$ cat src/rtl/wb_apb_bridge.sv
// Wishbone classic slave to APB3 master bridge: one APB transfer per Wishbone access,
// with wait states from pready, pslverr mapped to wb_err, and a stuck-pready timeout.
// Ports:
//   clk, rst               clock, asynchronous active-high reset
//   wb_cyc/stb/we/adr      Wishbone request; wb_wdata write data
//   wb_rdata/ack/err       Wishbone response (ack/err are single-cycle pulses)
//   paddr/psel/penable     APB address phase
//   pwrite/pwdata          APB direction and write data
//   prdata/pready/pslverr  APB completion from the peripheral
module wb_apb_bridge #(
    parameter int unsigned DATA_W     = 32,
    parameter int unsigned APB_ADDR_W = 16,
    parameter int unsigned TIMEOUT    = 16
) (
    input  logic                  clk,
    input  logic                  rst,
    input  logic                  wb_cyc,
    input  logic                  wb_stb,
    input  logic                  wb_we,
    input  logic [31:0]           wb_adr,
    input  logic [DATA_W-1:0]     wb_wdata,
    output logic [DATA_W-1:0]     wb_rdata,
    output logic                  wb_ack,
    output logic                  wb_err,
    output logic [APB_ADDR_W-1:0] paddr,
    output logic                  psel,
    output logic                  penable,
    output logic                  pwrite,
    output logic [DATA_W-1:0]     pwdata,
    input  logic [DATA_W-1:0]     prdata,
    input  logic                  pready,
    input  logic                  pslverr
);

    localparam int unsigned CNT_W = (TIMEOUT > 1) ? $clog2(TIMEOUT) : 1;

    localparam logic [1:0] IDLE   = 2'd0;
    localparam logic [1:0] SETUP  = 2'd1;
    localparam logic [1:0] ACCESS = 2'd2;
    localparam logic [1:0] RESP   = 2'd3;

    logic [1:0]            state_q, state_d;
    logic [CNT_W-1:0]      cnt_q, cnt_d;
    logic                  abort_q, abort_d;
    logic                  abort_now;
    logic [APB_ADDR_W-1:0] paddr_d;
    logic                  psel_d, penable_d, pwrite_d;
    logic [DATA_W-1:0]     pwdata_d, rdata_d;
    logic                  ack_d, err_d;

    // Upper address bits are decoded upstream.
    logic adr_hi_unused;
    assign adr_hi_unused = ^wb_adr[31:APB_ADDR_W];

    // State and all outputs registered together.
    always_ff @(posedge clk or posedge rst) begin
        if (rst) begin
            state_q  <= IDLE;
            cnt_q    <= '0;
            abort_q  <= 1'b0;
            paddr    <= '0;
            psel     <= 1'b0;
            penable  <= 1'b0;
            pwrite   <= 1'b0;
            pwdata   <= '0;
            wb_rdata <= '0;
            wb_ack   <= 1'b0;
            wb_err   <= 1'b0;
        end else begin
            state_q  <= state_d;
            cnt_q    <= cnt_d;
            abort_q  <= abort_d;
            paddr    <= paddr_d;
            psel     <= psel_d;
            penable  <= penable_d;
            pwrite   <= pwrite_d;
            pwdata   <= pwdata_d;
            wb_rdata <= rdata_d;
            wb_ack   <= ack_d;
            wb_err   <= err_d;
        end
    end

    // Next-state and next-output logic.
    always_comb begin
        state_d   = state_q;
        cnt_d     = cnt_q;
        abort_d   = abort_q;
        abort_now = abort_q | ~wb_cyc;
        paddr_d   = paddr;
        psel_d    = psel;
        penable_d = penable;
        pwrite_d  = pwrite;
        pwdata_d  = pwdata;
        rdata_d   = wb_rdata;
        ack_d     = 1'b0;
        err_d     = 1'b0;

        case (state_q)
            IDLE: begin
                if (wb_cyc && wb_stb) begin
                    paddr_d   = wb_adr[APB_ADDR_W-1:0];
                    pwrite_d  = wb_we;
                    pwdata_d  = wb_we ? wb_wdata : '0;
                    psel_d    = 1'b1;
                    penable_d = 1'b0;
                    abort_d   = 1'b0;
                    state_d   = SETUP;
                end
            end
            SETUP: begin
                penable_d = 1'b1;
                cnt_d     = '0;
                abort_d   = abort_now;
                state_d   = ACCESS;
            end
            ACCESS: begin
                // A master that dropped cyc still lets the APB transfer finish, silently.
                abort_d = abort_now;
                if (pready) begin
                    psel_d    = 1'b0;
                    penable_d = 1'b0;
                    state_d   = RESP;
                    if (!abort_now) begin
                        ack_d = ~pslverr;
                        err_d = pslverr;
                        if (!pwrite) begin
                            rdata_d = prdata;
                        end
                    end
                end else if ((TIMEOUT != 0) && (cnt_q == CNT_W'(TIMEOUT - 1))) begin
                    psel_d    = 1'b0;
                    penable_d = 1'b0;
                    state_d   = RESP;
                    if (!abort_now) begin
                        err_d = 1'b1;
                        if (!pwrite) begin
                            rdata_d = DATA_W'(32'hDEAD_BEEF);
                        end
                    end
                end else begin
                    cnt_d = cnt_q + CNT_W'(1);
                end
            end
            RESP: begin
                // ack/err are already driven for this cycle; no new request is taken.
                state_d = IDLE;
            end
            default: begin
                state_d = IDLE;
            end
        endcase
    end

endmodule

$ cat config.mk
export PLATFORM = sky130hd
export DESIGN_NAME = wb_apb_bridge
export DESIGN_NICKNAME = d
export VERILOG_FILES = /design/src/rtl/wb_apb_bridge.sv
export SDC_FILE = /design/constraint.sdc
export NUM_CORES = 1
export LEC_CHECK = 0
export ABC_CLOCK_PERIOD_IN_PS = 6100
export CORE_MARGIN = 5
export CORE_UTILIZATION = 40
export CTS_CLUSTER_DIAMETER = 200
export CTS_CLUSTER_SIZE = 40
export DETAILED_ROUTE_END_ITERATION = 8
export HOLD_SLACK_MARGIN = 0.1
export PLACE_DENSITY_LB_ADDON = 0.05
export SLEW_MARGIN = 20
export SYNTH_ARGS = -nofsm -noshare
export SYNTH_HDL_FRONTEND = slang
export SYNTH_SLANG_ARGS = --single-unit
$ cat constraint.sdc
create_clock -name clk -period 6.1 [get_ports clk]
set_clock_uncertainty 0.1 [all_clocks]
set_input_delay 1.525 -clock clk [delete_from_list [all_inputs] [get_ports clk]]
set_output_delay 1.525 -clock clk [all_outputs]
set_load 0.01 [all_outputs]
==> impl_metrics.csv <==
group,metric,value,unit
layout,final_net_count,583,
power_and_ir_drop,intPower,1800,uW
drt,drt_iter0_markers,93,
clock_tree,clk_pin_slew,0.09,ns
synthesis,synth_async_sr_flop_share,1.00,
synthesis,synth-seq-cells,92,
global_route,overflow,0,
power_and_ir_drop,p_per_area,473,nW/um^2
worst_setup_path,path_cells,"clkdlybuf4s50_1, nand3_2, buf_4, mux2_2",
worst_setup_path,worst-path-max-fanout,55,
clock_tree,cts_tree,"done",
hold_path,holdPathEnd,"pwdata[27]$_DFFE_PP0P_",
synthesis,avgSynthCellArea,11.8,sq um
timing,finalCriticalPeriod,3.56,ns
hold_path,hold_path.class,"reg -> reg",
clock_tree,htree_num_levels,3,
worst_setup_path,path_class,"in -> reg",
power_and_ir_drop,p_leak,0.00241,uW
layout,final_layout_size_suffix_gt1_frac,0.0939,
layout,final_util,0.638,
worst_setup_path,start_kind,"input port",
clock_tree,cts_hold_buf,0,
global_route,use_met2,0.275,
worst_setup_path,r2r_cells,5,
power_and_ir_drop,clkPwrFrac,0.156,
worst_setup_path,cp-end-kind,"flip-flop",
global_route,grt_start_max_net_pins,56,
drt,via_per_inst,4.96,
worst_setup_path,timing.rr.start,"state_q[1]$_DFFE_PP0P_",
die,die_x,105,microns
die,row_count,34,
timing,fin_setup_tns,0,ns
power_and_ir_drop,vdd_drop_max,0.221,mV
timing,fmaxAchievable,281,MHz
drt,remaining_drc_errors,0,
timing,rsz0062_at_grt,"false",
synthesis,synth_warnings,0,
clock_tree,clkSinkCount,92,
drt,dr.pass1.iters,4,
placed_design,gp_congestion,0.766,
timing,worst_slew_pin_slew,0.949,ns
run,maxCapViolations,0,
global_route,grt-busiest-layer,"met2",
timing,setup_violations,0,
placed_design,dp_hpwl,7000,microns
global_route,met1_usage,0.230,
drt,wl_per_cell,16.1,microns
power_and_ir_drop,swShare,0.321,
clock_tree,root_buffer,"clkbuf_8",
drt,totalWireLength,9470,microns
timing,slew_headroom,0.367,
synthesis,synth_edf_count,0,
outcome,status,"finished clean",
worst_setup_path,cpMaxStageDelayCell,"nand3_2",
die,io_pins,188,
clock_tree,cts_setup_buffers,0,
global_route,met3_usage,0.0544,
worst_setup_path,worstPathRequired,6.24,ns
drt,drtAntennaViolNets,0,
synthesis,synth_flop_cell,"dfrtp_1",
power_and_ir_drop,pwr-share-comb,0.447,
die,dieArea,11100,sq um
synthesis,yosysUniqueCellTypes,30,
layout,nFillCells,757,
synthesis,seq_area_frac_synth,0.634,
synthesis,synthesis.nets,416,
worst_setup_path,r2r_slack,3.51,ns
global_route,grt_pass1_vias,2952,
die,initial_core_util,0.412,
placed_design,port_buffers,171,
hold_path,hold_path_depth,2,
die,coreArea,8810,sq um
power_and_ir_drop,p_switching,851,uW
global_route,track_usage,0.175,
synthesis,syn_area,3630,sq um
timing,final.period_utilization,0.584,
worst_setup_path,reg2reg_to,"paddr[6]$_DFFE_PP0P_",
worst_setup_path,critical-path-max-stage-delay,0.75,ns
power_and_ir_drop,pwr-share-seq,0.397,
clock_tree,cts_resized,0,
timing,hold_viol_final,0,
drt,vias,2910,
synthesis,synth_cells,307,
worst_setup_path,critPathArrivalTime,3.70,ns
clock_tree,cts_max_path_buffers,2,
clock_tree,cts_made_buffers,9,
clock_tree,clock_latency,0.35,ns
die,die_h,105,microns
global_route,antenna_found_initial,0,
hold_path,min_from,"pwdata[27]$_DFFE_PP0P_",
global_route,grt_pass1_wl,15600,microns
timing,maxSlewViolCount,0,
layout,diodes,0,
layout,syn_to_final_growth,54.6,%
==> cell type report <==
| type | count | area, sq um | area share |
|---|---|---|---|
| flip-flops and latches | 92 | 2300 | 0.410 |
| clock inverters | 7 | 75.1 | 0.0134 |
| inverters | 6 | 25.0 | 0.00446 |
| repair buffers | 174 | 1730 | 0.308 |
| clock buffers | 9 | 124 | 0.0221 |
| well taps | 108 | 135 | 0.0241 |
| multi-input cells | 191 | 1220 | 0.218 |
==> cells in the mapped netlist, types with 3 or more instances <==
library cell	count	area, sq um
nor2b_1	3	18.8
nand2_1	68	255
a22o_1	8	70.1
clkbuf_1	12	45.0
a21oi_1	6	30.0
dfrtp_1	92	2300
o22a_1	24	210
ha_1	6	75.1
mux2_2	19	214
buf_2	4	20.0
o21ai_0	34	170
inv_1	6	22.5
==> worst max-delay path: cells and delay by family <==
kind | cells | cell delay [ns]
buffers and inverters | 2 | 1.10
AND/OR/NAND/NOR | 1 | 0.75
multiplexers | 1 | 0.30
==> cells by family (layout without fill, tap and decap cells) <==
kind of cell	Yosys count	after routing	synth area share
mux	21	21	0.0644
fa+ha+maj	6	6	0.0207
simple gates	85	85	0.104
flops	92	92	0.634
compound gates	79	79	0.147
buf+inv	24	196	0.0303
==> power by group through the flow <==
stage               logic, uW  registers (uW)  clock network (uW)
floorplan                 359            1190                   0
global placement         1190            1050                   0
detailed placement       1210            1070                   0
CTS                      1210            1060                 426
global route             1290            1100                 455
finish                   1190            1050                 413
==> state kept, by name (all words and copies together), names as in the netlist <==
register	flops
wb_err	1
wb_rdata	32
psel	1
abort_q	1
penable	1
pwdata	32
wb_ack	1
cnt_q	4
paddr	16
pwrite	1
state_q	2
==> stage by stage <==
| stage | instances | hold WS (ns) | area (sq um) | setup slack (ns) | power [uW] |
|---|---|---|---|---|---|
| 2_1_floorplan | 307 | 0.373 | 3630 | 2.08 | 1550 |
| 3_3_place_gp | 571 | 0.360 | 5420 | 2.14 | 2240 |
| 3_5_place_dp | 571 | 0.369 | 5420 | 2.15 | 2280 |
| 4_1_cts | 587 | 0.389 | 5620 | 2.53 | 2690 |
| 5_1_grt | 587 | 0.410 | 5620 | 2.34 | 2840 |
| 6_report | 587 | 0.382 | 5620 | 2.54 | 2650 |
==> cells in the final DEF, fill, tap and decap left out, types with 3 or more instances in the layout <==
cell / synthesis / final
dfrtp_1: 92 / 92
a21oi_1: 6 / 6
ha_1: 6 / 6
mux2_2: 19 / 19
buf_4: 0 / 3
o21ai_0: 34 / 34
a22o_1: 8 / 8
nand2_1: 68 / 68
o22a_1: 24 / 24
inv_1: 6 / 5
clkbuf_8: 0 / 9
nor2b_1: 3 / 3
clkdlybuf4s50_1: 0 / 170
==> layer usage <==
layer  up-vias  wire (microns)
li1       1401               -
met1      1381            4140
met3        12             785
met2       116            4380
met4         0             163
met5         -               0
==> worst max path at each step <==
stage                           endpoint  slack, ns  cells after the start    from
finish              paddr[6]$_DFFE_PP0P_       2.54                      4  wb_cyc
CTS                 paddr[6]$_DFFE_PP0P_       2.53                      4  wb_cyc
floorplan            abort_q$_DFFE_PP0P_       2.08                      1     rst
global placement    paddr[4]$_DFFE_PP0P_       2.14                      4  wb_cyc
detailed placement  paddr[5]$_DFFE_PP0P_       2.15                      4  wb_cyc
global route        paddr[6]$_DFFE_PP0P_       2.34                      4  wb_cyc
No activity file was read; power rests on OpenSTA's default activity.
